**src/rtl/if_fetch_buffer_pkg.sv**
```systemverilog
// Shared types and helpers for the instruction fetch buffer.
// Optional halt feature is selected with the FETCH_HALT_EN macro (see if_fetch_buffer.sv).
package fetch_pkg;

    localparam int DEFAULT_XLEN = 32;

    // Canonical RISC-V NOP (addi x0, x0, 0).
    localparam logic [31:0] NOP_INST = 32'h0000_0013;

    // One buffered instruction together with the PC it was fetched from.
    typedef struct packed {
        logic [DEFAULT_XLEN-1:0] pc;
        logic [DEFAULT_XLEN-1:0] inst;
    } fetch_entry_t;

    // Occupancy counters need one extra bit so that "full" (== depth) is representable.
    function automatic int cnt_width(input int depth);
        return $clog2(depth) + 1;
    endfunction

endpackage

```
**src/rtl/if_fetch_buffer_if.sv**
```systemverilog
// Bus bundle of the fetch buffer: memory request/response plus decode handshake.
//
// Handshake rule for every valid/ready pair here: a transfer happens on a rising
// clock edge where valid and ready are both 1. Once raised, valid does not depend
// on ready in the same cycle. The memory response channel has no ready: the fetch
// buffer always accepts rsp_valid_i, and responses return in request order.
interface if_fetch_buffer_if #(
    parameter int XLEN = fetch_pkg::DEFAULT_XLEN
);
    logic            req_valid_o;
    logic [XLEN-1:0] req_addr_o;
    logic            req_ready_i;
    logic            rsp_valid_i;
    logic [XLEN-1:0] rsp_data_i;
    logic            inst_valid_o;
    logic [XLEN-1:0] inst_o;
    logic [XLEN-1:0] inst_pc_o;
    logic            inst_ready_i;

    // Fetch buffer side.
    modport master (
        output req_valid_o, req_addr_o, inst_valid_o, inst_o, inst_pc_o,
        input  req_ready_i, rsp_valid_i, rsp_data_i, inst_ready_i
    );

    // Memory and decode side.
    modport slave (
        input  req_valid_o, req_addr_o, inst_valid_o, inst_o, inst_pc_o,
        output req_ready_i, rsp_valid_i, rsp_data_i, inst_ready_i
    );
endinterface

```
**src/rtl/if_fetch_buffer_fifo.sv**
```systemverilog
// Generic synchronous FIFO with registered storage and zero-latency head read.
// A push into a full FIFO is accepted only when a pop happens in the same cycle.
module fetch_fifo import fetch_pkg::*; #(
    parameter int WIDTH = 32,
    parameter int DEPTH = 4
) (
    input  logic                        clk_i,
    input  logic                        start_i,
    input  logic                        push,
    input  logic                        pop,
    input  logic                        clear,
    input  logic [WIDTH-1:0]            wdata,
    output logic [WIDTH-1:0]            rdata,
    output logic [cnt_width(DEPTH)-1:0] count,
    output logic                        full,
    output logic                        empty
);
    localparam int AW = $clog2(DEPTH);

    logic [WIDTH-1:0] mem [DEPTH];
    logic [AW-1:0]    wr_ptr;
    logic [AW-1:0]    rd_ptr;
    logic [AW:0]      cnt;
    logic             do_push;
    logic             do_pop;

    assign empty   = (cnt == '0);
    assign full    = (cnt == (AW+1)'(DEPTH));
    assign do_pop  = pop & ~empty;
    assign do_push = push & (~full | do_pop);
    assign rdata   = mem[rd_ptr];
    assign count   = cnt;

    // Pointer, count and storage update; clear drops contents but keeps storage bits.
    always_ff @(posedge clk_i or negedge start_i) begin
        if (!start_i) begin
            wr_ptr <= '0;
            rd_ptr <= '0;
            cnt    <= '0;
            for (int i = 0; i < DEPTH; i++) begin
                mem[i] <= '0;
            end
        end else if (clear) begin
            wr_ptr <= '0;
            rd_ptr <= '0;
            cnt    <= '0;
        end else begin
            if (do_push) begin
                mem[wr_ptr] <= wdata;
                wr_ptr      <= wr_ptr + AW'(1);
            end
            if (do_pop) begin
                rd_ptr <= rd_ptr + AW'(1);
            end
            cnt <= cnt + (AW+1)'(do_push) - (AW+1)'(do_pop);
        end
    end
endmodule

```
**src/rtl/if_fetch_buffer.sv**
```systemverilog
// Fetch buffer between the PC register, instruction memory and the IF/ID stage.
// Issues one memory read per PC, pairs in-order responses with their PCs and
// hands them to decode. Define FETCH_HALT_EN to stop fetching after HALT_PC.
module if_fetch_buffer import fetch_pkg::*; #(
    parameter int              DEPTH   = 4,
    parameter int              XLEN    = DEFAULT_XLEN,
    parameter logic [XLEN-1:0] HALT_PC = XLEN'(248)
) (
    input  logic            clk_i,
    input  logic            start_i,
    input  logic [XLEN-1:0] pc_i,
    input  logic            flush_i,
    output logic            fetch_stall_o,
    output logic            halted_o,
    if_fetch_buffer_if.master bus
);
    localparam int CW = cnt_width(DEPTH);

    logic [CW-1:0]     pend_cnt;
    logic [CW-1:0]     inst_cnt;
    logic [CW-1:0]     discard_q;
    logic [CW-1:0]     flush_drop;
    logic [XLEN-1:0]   pend_head;
    logic [2*XLEN-1:0] inst_head;
    logic              credit_ok;
    logic              req_valid;
    logic              issue_fire;
    logic              rsp_take;
    logic              inst_pop;
    logic              halted;
    logic              unused_pend_full;
    logic              unused_pend_empty;
    logic              unused_inst_full;
    logic              unused_inst_empty;

    // Every slot is either waiting on memory or holding an instruction.
    assign credit_ok  = ({1'b0, pend_cnt} + {1'b0, inst_cnt}) < (CW+1)'(DEPTH);
    assign req_valid  = start_i & credit_ok & ~flush_i & ~halted;
    assign issue_fire = req_valid & bus.req_ready_i;

    // A response is kept only when no older, flushed request is still owed to us.
    assign rsp_take = bus.rsp_valid_i & ~flush_i & (discard_q == '0) & (pend_cnt != '0);
    assign inst_pop = (inst_cnt != '0) & bus.inst_ready_i;

    // In a flush cycle the arriving response is dropped whichever list it belongs to.
    assign flush_drop = CW'(bus.rsp_valid_i & ((discard_q != '0) | (pend_cnt != '0)));

    assign bus.req_valid_o  = req_valid;
    assign bus.req_addr_o   = pc_i;
    assign fetch_stall_o    = ~issue_fire;
    assign bus.inst_valid_o = (inst_cnt != '0);
    assign bus.inst_pc_o    = inst_head[2*XLEN-1:XLEN];
    assign bus.inst_o       = inst_head[XLEN-1:0];
    assign halted_o         = halted;

    fetch_fifo #(.WIDTH(XLEN), .DEPTH(DEPTH)) u_pend_fifo (
        .clk_i   (clk_i),
        .start_i (start_i),
        .push    (issue_fire),
        .pop     (rsp_take),
        .clear   (flush_i),
        .wdata   (pc_i),
        .rdata   (pend_head),
        .count   (pend_cnt),
        .full    (unused_pend_full),
        .empty   (unused_pend_empty)
    );

    fetch_fifo #(.WIDTH(2*XLEN), .DEPTH(DEPTH)) u_inst_fifo (
        .clk_i   (clk_i),
        .start_i (start_i),
        .push    (rsp_take),
        .pop     (inst_pop),
        .clear   (flush_i),
        .wdata   ({pend_head, bus.rsp_data_i}),
        .rdata   (inst_head),
        .count   (inst_cnt),
        .full    (unused_inst_full),
        .empty   (unused_inst_empty)
    );

    // Count of responses still owed for requests that a flush threw away.
    always_ff @(posedge clk_i or negedge start_i) begin
        if (!start_i) begin
            discard_q <= '0;
        end else if (flush_i) begin
            discard_q <= discard_q + pend_cnt - flush_drop;
        end else if (bus.rsp_valid_i && (discard_q != '0)) begin
            discard_q <= discard_q - CW'(1);
        end
    end

`ifdef FETCH_HALT_EN
    logic halted_q;

    // Sticky halt once the halt address has been issued; only reset clears it.
    always_ff @(posedge clk_i or negedge start_i) begin
        if (!start_i) begin
            halted_q <= 1'b0;
        end else if (issue_fire && (pc_i == HALT_PC)) begin
            halted_q <= 1'b1;
        end
    end

    assign halted = halted_q;
`else
    logic unused_halt_pc;

    assign halted         = 1'b0;
    assign unused_halt_pc = ^HALT_PC;
`endif

`ifndef SYNTHESIS
    // Every response must belong to an accepted request, kept or discarded.
    rsp_has_owner: assert property (@(posedge clk_i) disable iff (!start_i)
        bus.rsp_valid_i |-> ((discard_q != '0) || (pend_cnt != '0)));
`endif
endmodule
```
**src/flat_wrapper.sv**
```systemverilog
// flat-port wrapper written by rule: the top's interface ports become plain ports
module if_fetch_buffer_flat import fetch_pkg::*;
#(
    parameter int              DEPTH   = 4,
    parameter int              XLEN    = DEFAULT_XLEN,
    parameter logic [XLEN-1:0] HALT_PC = XLEN'(248)
)
  (clk_i, start_i, pc_i, flush_i, fetch_stall_o, halted_o, bus_req_valid_o, bus_req_addr_o, bus_inst_valid_o, bus_inst_o, bus_inst_pc_o, bus_req_ready_i, bus_rsp_valid_i, bus_rsp_data_i, bus_inst_ready_i);
  if_fetch_buffer_if #(.XLEN(XLEN)) bus_i ();
  input  logic clk_i;
  input  logic start_i;
  input  logic [XLEN-1:0] pc_i;
  input  logic flush_i;
  output logic fetch_stall_o;
  output logic halted_o;
  output wire logic [$bits(bus_i.req_valid_o)-1:0] bus_req_valid_o;
  output wire logic [$bits(bus_i.req_addr_o)-1:0] bus_req_addr_o;
  output wire logic [$bits(bus_i.inst_valid_o)-1:0] bus_inst_valid_o;
  output wire logic [$bits(bus_i.inst_o)-1:0] bus_inst_o;
  output wire logic [$bits(bus_i.inst_pc_o)-1:0] bus_inst_pc_o;
  input wire logic [$bits(bus_i.req_ready_i)-1:0] bus_req_ready_i;
  input wire logic [$bits(bus_i.rsp_valid_i)-1:0] bus_rsp_valid_i;
  input wire logic [$bits(bus_i.rsp_data_i)-1:0] bus_rsp_data_i;
  input wire logic [$bits(bus_i.inst_ready_i)-1:0] bus_inst_ready_i;
  assign bus_req_valid_o = bus_i.req_valid_o;
  assign bus_req_addr_o = bus_i.req_addr_o;
  assign bus_inst_valid_o = bus_i.inst_valid_o;
  assign bus_inst_o = bus_i.inst_o;
  assign bus_inst_pc_o = bus_i.inst_pc_o;
  assign bus_i.req_ready_i = bus_req_ready_i;
  assign bus_i.rsp_valid_i = bus_rsp_valid_i;
  assign bus_i.rsp_data_i = bus_rsp_data_i;
  assign bus_i.inst_ready_i = bus_inst_ready_i;
  if_fetch_buffer #(.DEPTH(DEPTH), .XLEN(XLEN), .HALT_PC(HALT_PC)) u_core (.clk_i(clk_i), .start_i(start_i), .pc_i(pc_i), .flush_i(flush_i), .fetch_stall_o(fetch_stall_o), .halted_o(halted_o), .bus(bus_i));
endmodule
```
**config.mk**
```make
export PLATFORM = sky130hd
export DESIGN_NAME = if_fetch_buffer_flat
export DESIGN_NICKNAME = d
export VERILOG_FILES = /design/src/rtl/if_fetch_buffer_pkg.sv /design/src/rtl/if_fetch_buffer_if.sv /design/src/rtl/if_fetch_buffer_fifo.sv /design/src/rtl/if_fetch_buffer.sv /design/src/flat_wrapper.sv
export SDC_FILE = /design/constraint.sdc
export NUM_CORES = 1
export LEC_CHECK = 0
export CORE_ASPECT_RATIO = 1.1
export CORE_MARGIN = 4
export CORE_UTILIZATION = 40
export CTS_CLUSTER_SIZE = 16
export DETAILED_ROUTE_END_ITERATION = 10
export GPL_TIMING_DRIVEN = 0
export SLEW_MARGIN = 20
export SYNTH_ARGS = -nofsm -noshare
export SYNTH_HDL_FRONTEND = slang
export SYNTH_SLANG_ARGS = --single-unit
```
**constraint.sdc**
```tcl
create_clock -name clk_i -period 2.5 [get_ports clk_i]
set_input_delay 0.375 -clock clk_i [delete_from_list [all_inputs] [get_ports clk_i]]
set_output_delay 0.375 -clock clk_i [all_outputs]
set_load 0.02 [all_outputs]
```
==> metrics.yaml, run 1 <==
status: "finished clean"
synth.distinct_cells: 37
fillers: 3808
cts.path.max_buffers: 3
dpl.cell_count: 1832
ant_nets: 0
die_width_um: 209.8
crit_fanout: 6
synth_edf_count: 0
critPathTopFamily: "adder cells"
place.gp.congestion: 0.7111
swShare_pct: 28.50
die_area_um2: 48250
peakVddDrop_mv: 0.4657
critPathArrivalTime_ns: 2.91
grt_pass1_vias: 11070
hpwl_um: 25970
crit_chain: "buf_12, ha_4, nor2b_4, nand4_4, or2_4, ha_4, inv_1, ha_1, inv_1, fa_2, nor2_2"
finalHoldViolations: 0
pre_cts_ws_ns: -0.8425
drtIter0Drc: 375
grt_max_degree: 98
syn_area_um2: 17920
cts_buffers: 44
relSlewSlack_pct: 45.61
cts_root_buffer: "clkbuf_16"
n_antenna_cell: 0
synthTopCellsByArea: "dfrtp_1, mux2_2, mux4_2"
min_path_type: "in2async"
clock-sinks: 401
critPathLaunchType: "flop"
synthToLayoutAreaGrowth_pct: 24.11
clkPwrFrac_pct: 31.5
core-area_um2: 44390
path_depth: 11
ctsHtreeMaxLevel: 2
cts_tree: "built"
drive_gt1_share_pct: 55.11
rows: 81
criticalPathCategory: "reg2reg"
p_comb_share_pct: 27.6
syn_avg_cell_area_um2: 16.61
ys_ff_latch: 401
wl_per_cell_um: 20.67
cap_violations: 0
die_height_um: 230.0
ys_seq_area_share_pct: 56.01
finalCritPeriodShare_pct: 99.11
grt_busiest_layer: "met2"
start_util_pct: 40.36
p_seq_share_pct: 40.9
critPathMaxStageDelay_ns: 0.52
rsz0062_at_grt: "true"
startpoint: "u_core.u_pend_fifo.count[2]"
crit_end: "u_core.u_pend_fifo.count[1]"
worst_pin_slew_ns: 0.8159
power.density_nw_per_um2: 879.9
reg2reg_from: "u_core.u_pend_fifo.count[2]"
fmax_ghz: 0.4036
ys.flop_type: "dfrtp_1"
r2r_slack_ns: 0.02
end_kind: "flop"
num_vias: 10060
period_minus_slack_ns: 2.478
drv_slew: 0
setup_viol: 0
ys_warn_count: 0
met1_usage_pct: 22.81
synth_top_area_share_pct: 56.01
hold_slack_ns: 0.4743
numPortBuffers: 168
clk_pin_slew_ns: 0.06
yosys.area.top_type: "dfrtp_1"
antenna_found_initial: 1
ff2ff_path_depth: 11
cpMaxStageDelayCell: "fa_2"
finalWirelength_um: 40090
syn_nets: 1171
switchingPower_mw: 5.576
drcViolationCount: 0
vias_per_cell: 5.187
instances_no_fill: 1940
cp.required_ns: 2.93
crit_buf_inv: 3
io-pin-count: 170
async_flop_share_pct: 100.0
fin_ws_ns: 0.02231
fin_area_um2: 22240
use_met2_pct: 28.30
insertion_delay_ns: 0.56
syn_inst: 1079
dpl_cell_area_um2: 20520
overflow: 0
drtPass1Iterations: 4
grt_usage_pct: 16.88
reg2reg_to: "u_core.u_pend_fifo.count[1]"
fin_worst_skew_ns: 0.01760
p_int_mw: 13.99
p_leak_nw: 10.68
fin_nets: 1425
use_met3_pct: 2.920
grt_pass1_wl_um: 64390
## cells in the final DEF (no fill, tap or decap), drive strengths merged
cell and count:
dfrtp 401, mux2 385, buf 179, clkdlybuf4s50 101
mux4 96, clkbuf 78, ha 19, inv 16
nand2 11, nor2 9, xnor2 6, xor2 5
nor3b 4, clkinv 4, dlygate4sd3 4, or3 4
o21ai 3, mux2i 3, fa 3, dlygate4sd2 3
nor3 3, nor2b 3, nand3 3, nand2b 2
nor4b 2, o31a 1, nand4bb 1, nand4 1
and4bb 1, or2 1, and3 1, a21oi 1
o21a 1, o31ai 1, conb 1, clkinvlp 1
bufinv 1
## power groups by stage
stage / sequential [mW] / combinational [mW] / clock (mW)
after floorplan: 7.94 / 3.43 / 0
after global placement: 8.11 / 5.17 / 0
after detailed placement: 8.12 / 5.25 / 0
after CTS: 8.01 / 5.34 / 6.36
after global routing: 8.13 / 5.87 / 6.62
final: 8.01 / 5.40 / 6.16
## worst min path at each step
stage / depth (start not counted) / endpoint / startpoint
final: 3 / u_core.u_inst_fifo.mem[214] / start_i
after global routing: 2 / u_core.u_inst_fifo.mem[86] / bus_rsp_data_i[22]
after CTS: 2 / u_core.u_inst_fifo.mem[158] / bus_rsp_data_i[30]
after detailed placement: 1 / u_core.u_inst_fifo.mem[213] / start_i
after global placement: 1 / u_core.u_inst_fifo.mem[85] / u_core.u_inst_fifo.mem[85]
after floorplan: 0 / u_core.discard_q[0] / start_i
## area by class of cell
type                    instances  area (um2)  area share, %
flip-flops and latches        401       10040          45.16
clock inverters                 8       75.07         0.3376
clock buffers                  64        1267          5.700
inverters                      14       55.05         0.2476
repair buffers                208        1894          8.519
multi-input cells             571        7486          33.67
well taps                     581       726.9          3.269
plain buffers                  93       690.7          3.106
## worst min-delay path: cells and delay by family
family / cells / cell delay, ns
buffers and inverters: 3 / 1.10
## what timing repair did
action | CTS | global route
hold endpoints to repair | 56 | 0
hold buffers | 7 | 0
setup endpoints to repair | 191 | 94
gates resized for setup | 314 | 46
buffers inserted | 17 | 11
gates cloned | 0 | 1
pin swaps | 6 | 11
## registers in the layout, indices dropped and copies added (netlist names)
signal / cells
u_core.u_inst_fifo.count: 3
u_core.u_inst_fifo.mem: 256
u_core.u_pend_fifo.rd_ptr: 2
u_core.u_inst_fifo.rd_ptr: 2
u_core.discard_q: 3
u_core.u_pend_fifo.count: 3
u_core.u_pend_fifo.mem: 128
u_core.u_inst_fifo.wr_ptr: 2
u_core.u_pend_fifo.wr_ptr: 2
## kinds of logic after synthesis
group	count (synthesis)	synth area share, %
mux	484	36.43
other cells	1	0.02093
fa+ha+maj	22	1.662
xor+xnor	11	0.5377
simple gates	46	1.865
compound gates	7	0.2444
buf+inv	107	3.233
flops	401	56.01
## through the flow
step | utilization, % | TNS (ns) | power, mW
final | 50.09 | 0 | 19.57
after global routing | 50.09 | -0.3506 | 20.61
after CTS | 49.84 | -0.5878 | 19.72
after detailed placement | 46.22 | -156.02 | 13.37
after global placement | 45.96 | -8952.30 | 13.28
after floorplan | - | -0.002810 | 11.37
## Yosys cell counts (5+ instances only)
library cell,count
buf_1,8
buf_2,43
buf_4,33
clkbuf_1,9
dfrtp_1,401
ha_1,19
inv_1,14
mux2_1,22
mux2_2,363
mux4_2,96
nand2_1,7
nor2_1,9
xnor2_1,6
xor2_1,5
## routing by layer
layer,vias up,part of all wire (%)
li1,4461,-
met1,5361,44
met2,183,50
met3,56,4.3
met4,2,2.0
met5,-,0.025
No activity file was read; power rests on OpenSTA's default activity.
==> inputs of run 2 (changes only) <==
--- a/config.mk
+++ b/config.mk
@@ -11,7 +11,7 @@
 export CTS_CLUSTER_SIZE = 16
 export DETAILED_ROUTE_END_ITERATION = 10
 export GPL_TIMING_DRIVEN = 0
-export SLEW_MARGIN = 20
+export SLEW_MARGIN = 10
 export SYNTH_ARGS = -nofsm -noshare
 export SYNTH_HDL_FRONTEND = slang
 export SYNTH_SLANG_ARGS = --single-unit
==> run 2 against run 1 <==
The run now ends with negative hold slack left. Utilization grew 0.10 points. Critical path depth down 7. First-iteration DRC count is 37% higher. Worst setup slack got worse by 0.0090 ns. Clock power grew 6.0%. Via count down 0.26%. Routed wire length decreased by 0.68%. Cell area up 0.20%. Sequential power is essentially flat. Critical endpoint is now bus_inst_pc_o[15]. Largest power group unchanged.
==> metrics.yaml, run 2 (synthesis results as in run 1) <==
crit_fanout: 10
insertion_delay_ns: 0.56
numPortBuffers: 168
crit_chain: "buf_12, buf_12, mux4_2, buf_2"
rows: 81
final_common_cell: "dfrtp_1"
violations: "negative hold slack"
cpMaxStageDelayCell: "mux4_2"
antenna_found_initial: 1
fin_ws_ns: 0.01334
largest_reg_flops: 256
io-pin-count: 170
ant_nets: 0
status: "finished with violations"
reg_top3: "u_core.u_inst_fifo.mem x256, u_core.u_pend_fifo.mem x128"
setup_viol: 0
synthToLayoutAreaGrowth_pct: 24.36
hpwl_um: 25860
n_antenna_cell: 0
cts.path.max_buffers: 3
p_leak_nw: 10.70
wl_per_cell_um: 20.60
fmax_ghz: 0.4021
clock-sinks: 401
num_vias: 10040
die_height_um: 230.0
ctsHtreeMaxLevel: 2
finalCritPeriodShare_pct: 99.47
end_kind: "primary output"
rsz0062_at_grt: "true"
grt_pass1_vias: 11000
cts_tree: "built"
drcViolationCount: 0
vias_per_cell: 5.192
grt_pass1_wl_um: 63790
die_width_um: 209.8
hold_slack_ns: -0.2777
drive_gt1_share_pct: 53.85
critPathLaunchType: "flop"
cp.required_ns: 2.12
finalHoldViolations: 92
path_common_cell: "buf_12"
pre_cts_ws_ns: -1.043
finalWirelength_um: 39820
fin_nets: 1411
start_util_pct: 40.36
grt_usage_pct: 16.71
instances_no_fill: 1933
cap_violations: 0
die_area_um2: 48250
core-area_um2: 44390
relSlewSlack_pct: 47.42
place.gp.congestion: 0.7111
drtPass1Iterations: 4
period_minus_slack_ns: 2.487
critPathArrivalTime_ns: 2.11
overflow: 0
final_cell_mix: "dfrtp_1, mux2_2, clkdlybuf4s50_1"
power.density_nw_per_um2: 891.7
criticalPathCategory: "reg2out"
grt_max_degree: 110
cts_buffers: 45
clk_pin_slew_ns: 0.06
critPathMaxStageDelay_ns: 0.56
regMostFlops: "u_core.u_inst_fifo.mem"
drv_slew: 0
worst_pin_slew_ns: 0.7887
dpl.cell_count: 1831
drtIter0Drc: 515
peakVddDrop_mv: 0.4589
min_path_type: "in2async"
cts_root_buffer: "clkbuf_16"
fin_worst_skew_ns: 0.009501
run 2: where the power goes:
part           switching, mW  internal (mW)  total [mW]
Clock                   2.60           3.92        6.53
Sequential             0.516           7.50        8.02
Combinational           2.48           2.84        5.33
Total                   5.60           14.3        19.9
run 2: timing repair:
action,4_1_cts,5_1_grt
setup endpoints to repair,194,131
buffers inserted,14,7
hold endpoints to repair,92,92
gates cloned,1,0
resized for setup,266,45
pin swaps,9,11
run 2: critical path, delay by kind of cell (launching register included):
kind	cells	cell delay, ns
buffers and inverters	3	0.55
multiplexers	1	0.56
flip-flops	1	0.44
run 2: area by class of cell:
cell class | count | area [um2]
Fill cell | 3831 | 22110
Sequential cell | 401 | 10040
Multi-Input combinational cell | 571 | 7491
Timing Repair Buffer | 193 | 1810
Clock buffer | 64 | 1300
Tap cell | 581 | 726.9
Buffer | 93 | 688.2
Clock inverter | 16 | 166.4
Inverter | 14 | 57.56
run 2: routing by layer:
layer	up-vias	GRT usage [%]	share of wire [%]
met5	-	0	0.025
met4	2	3.936	1.8
met3	54	3.602	4.4
met2	171	27.96	50
met1	5368	22.48	44
li1	4442	-	-
run 2: metrics by stage:
| step | TNS [ns] | area [um2] | util [%] | power (mW) |
|---|---|---|---|---|
| 2_1_floorplan | -0.002810 | 17990 | - | 11.37 |
| 3_3_place_gp | -8952.30 | 20400 | 45.96 | 13.28 |
| 3_5_place_dp | -206.84 | 20490 | 46.16 | 13.37 |
| 4_1_cts | -1.189 | 22150 | 49.90 | 20.06 |
| 5_1_grt | -1.871 | 22280 | 50.19 | 20.94 |
| 6_report | 0 | 22280 | 50.19 | 19.87 |
run 2: worst paths after layout:
check	startpoint	to	slack (ns)	cells after the start
max	u_core.u_inst_fifo.rd_ptr[0]	bus_inst_pc_o[15]	0.01	4
min	start_i	u_core.u_inst_fifo.mem[145]	-0.28	1
max reg2reg	u_core.u_pend_fifo.count[2]	u_core.discard_q[2]	0.01	12
min reg2reg	u_core.u_inst_fifo.mem[18]	u_core.u_inst_fifo.mem[18]	0.49	1
max in group asynchronous	start_i	u_core.u_inst_fifo.mem[60]	1.57	3
min in group clk_i	u_core.u_inst_fifo.mem[18]	u_core.u_inst_fifo.mem[18]	0.49	1
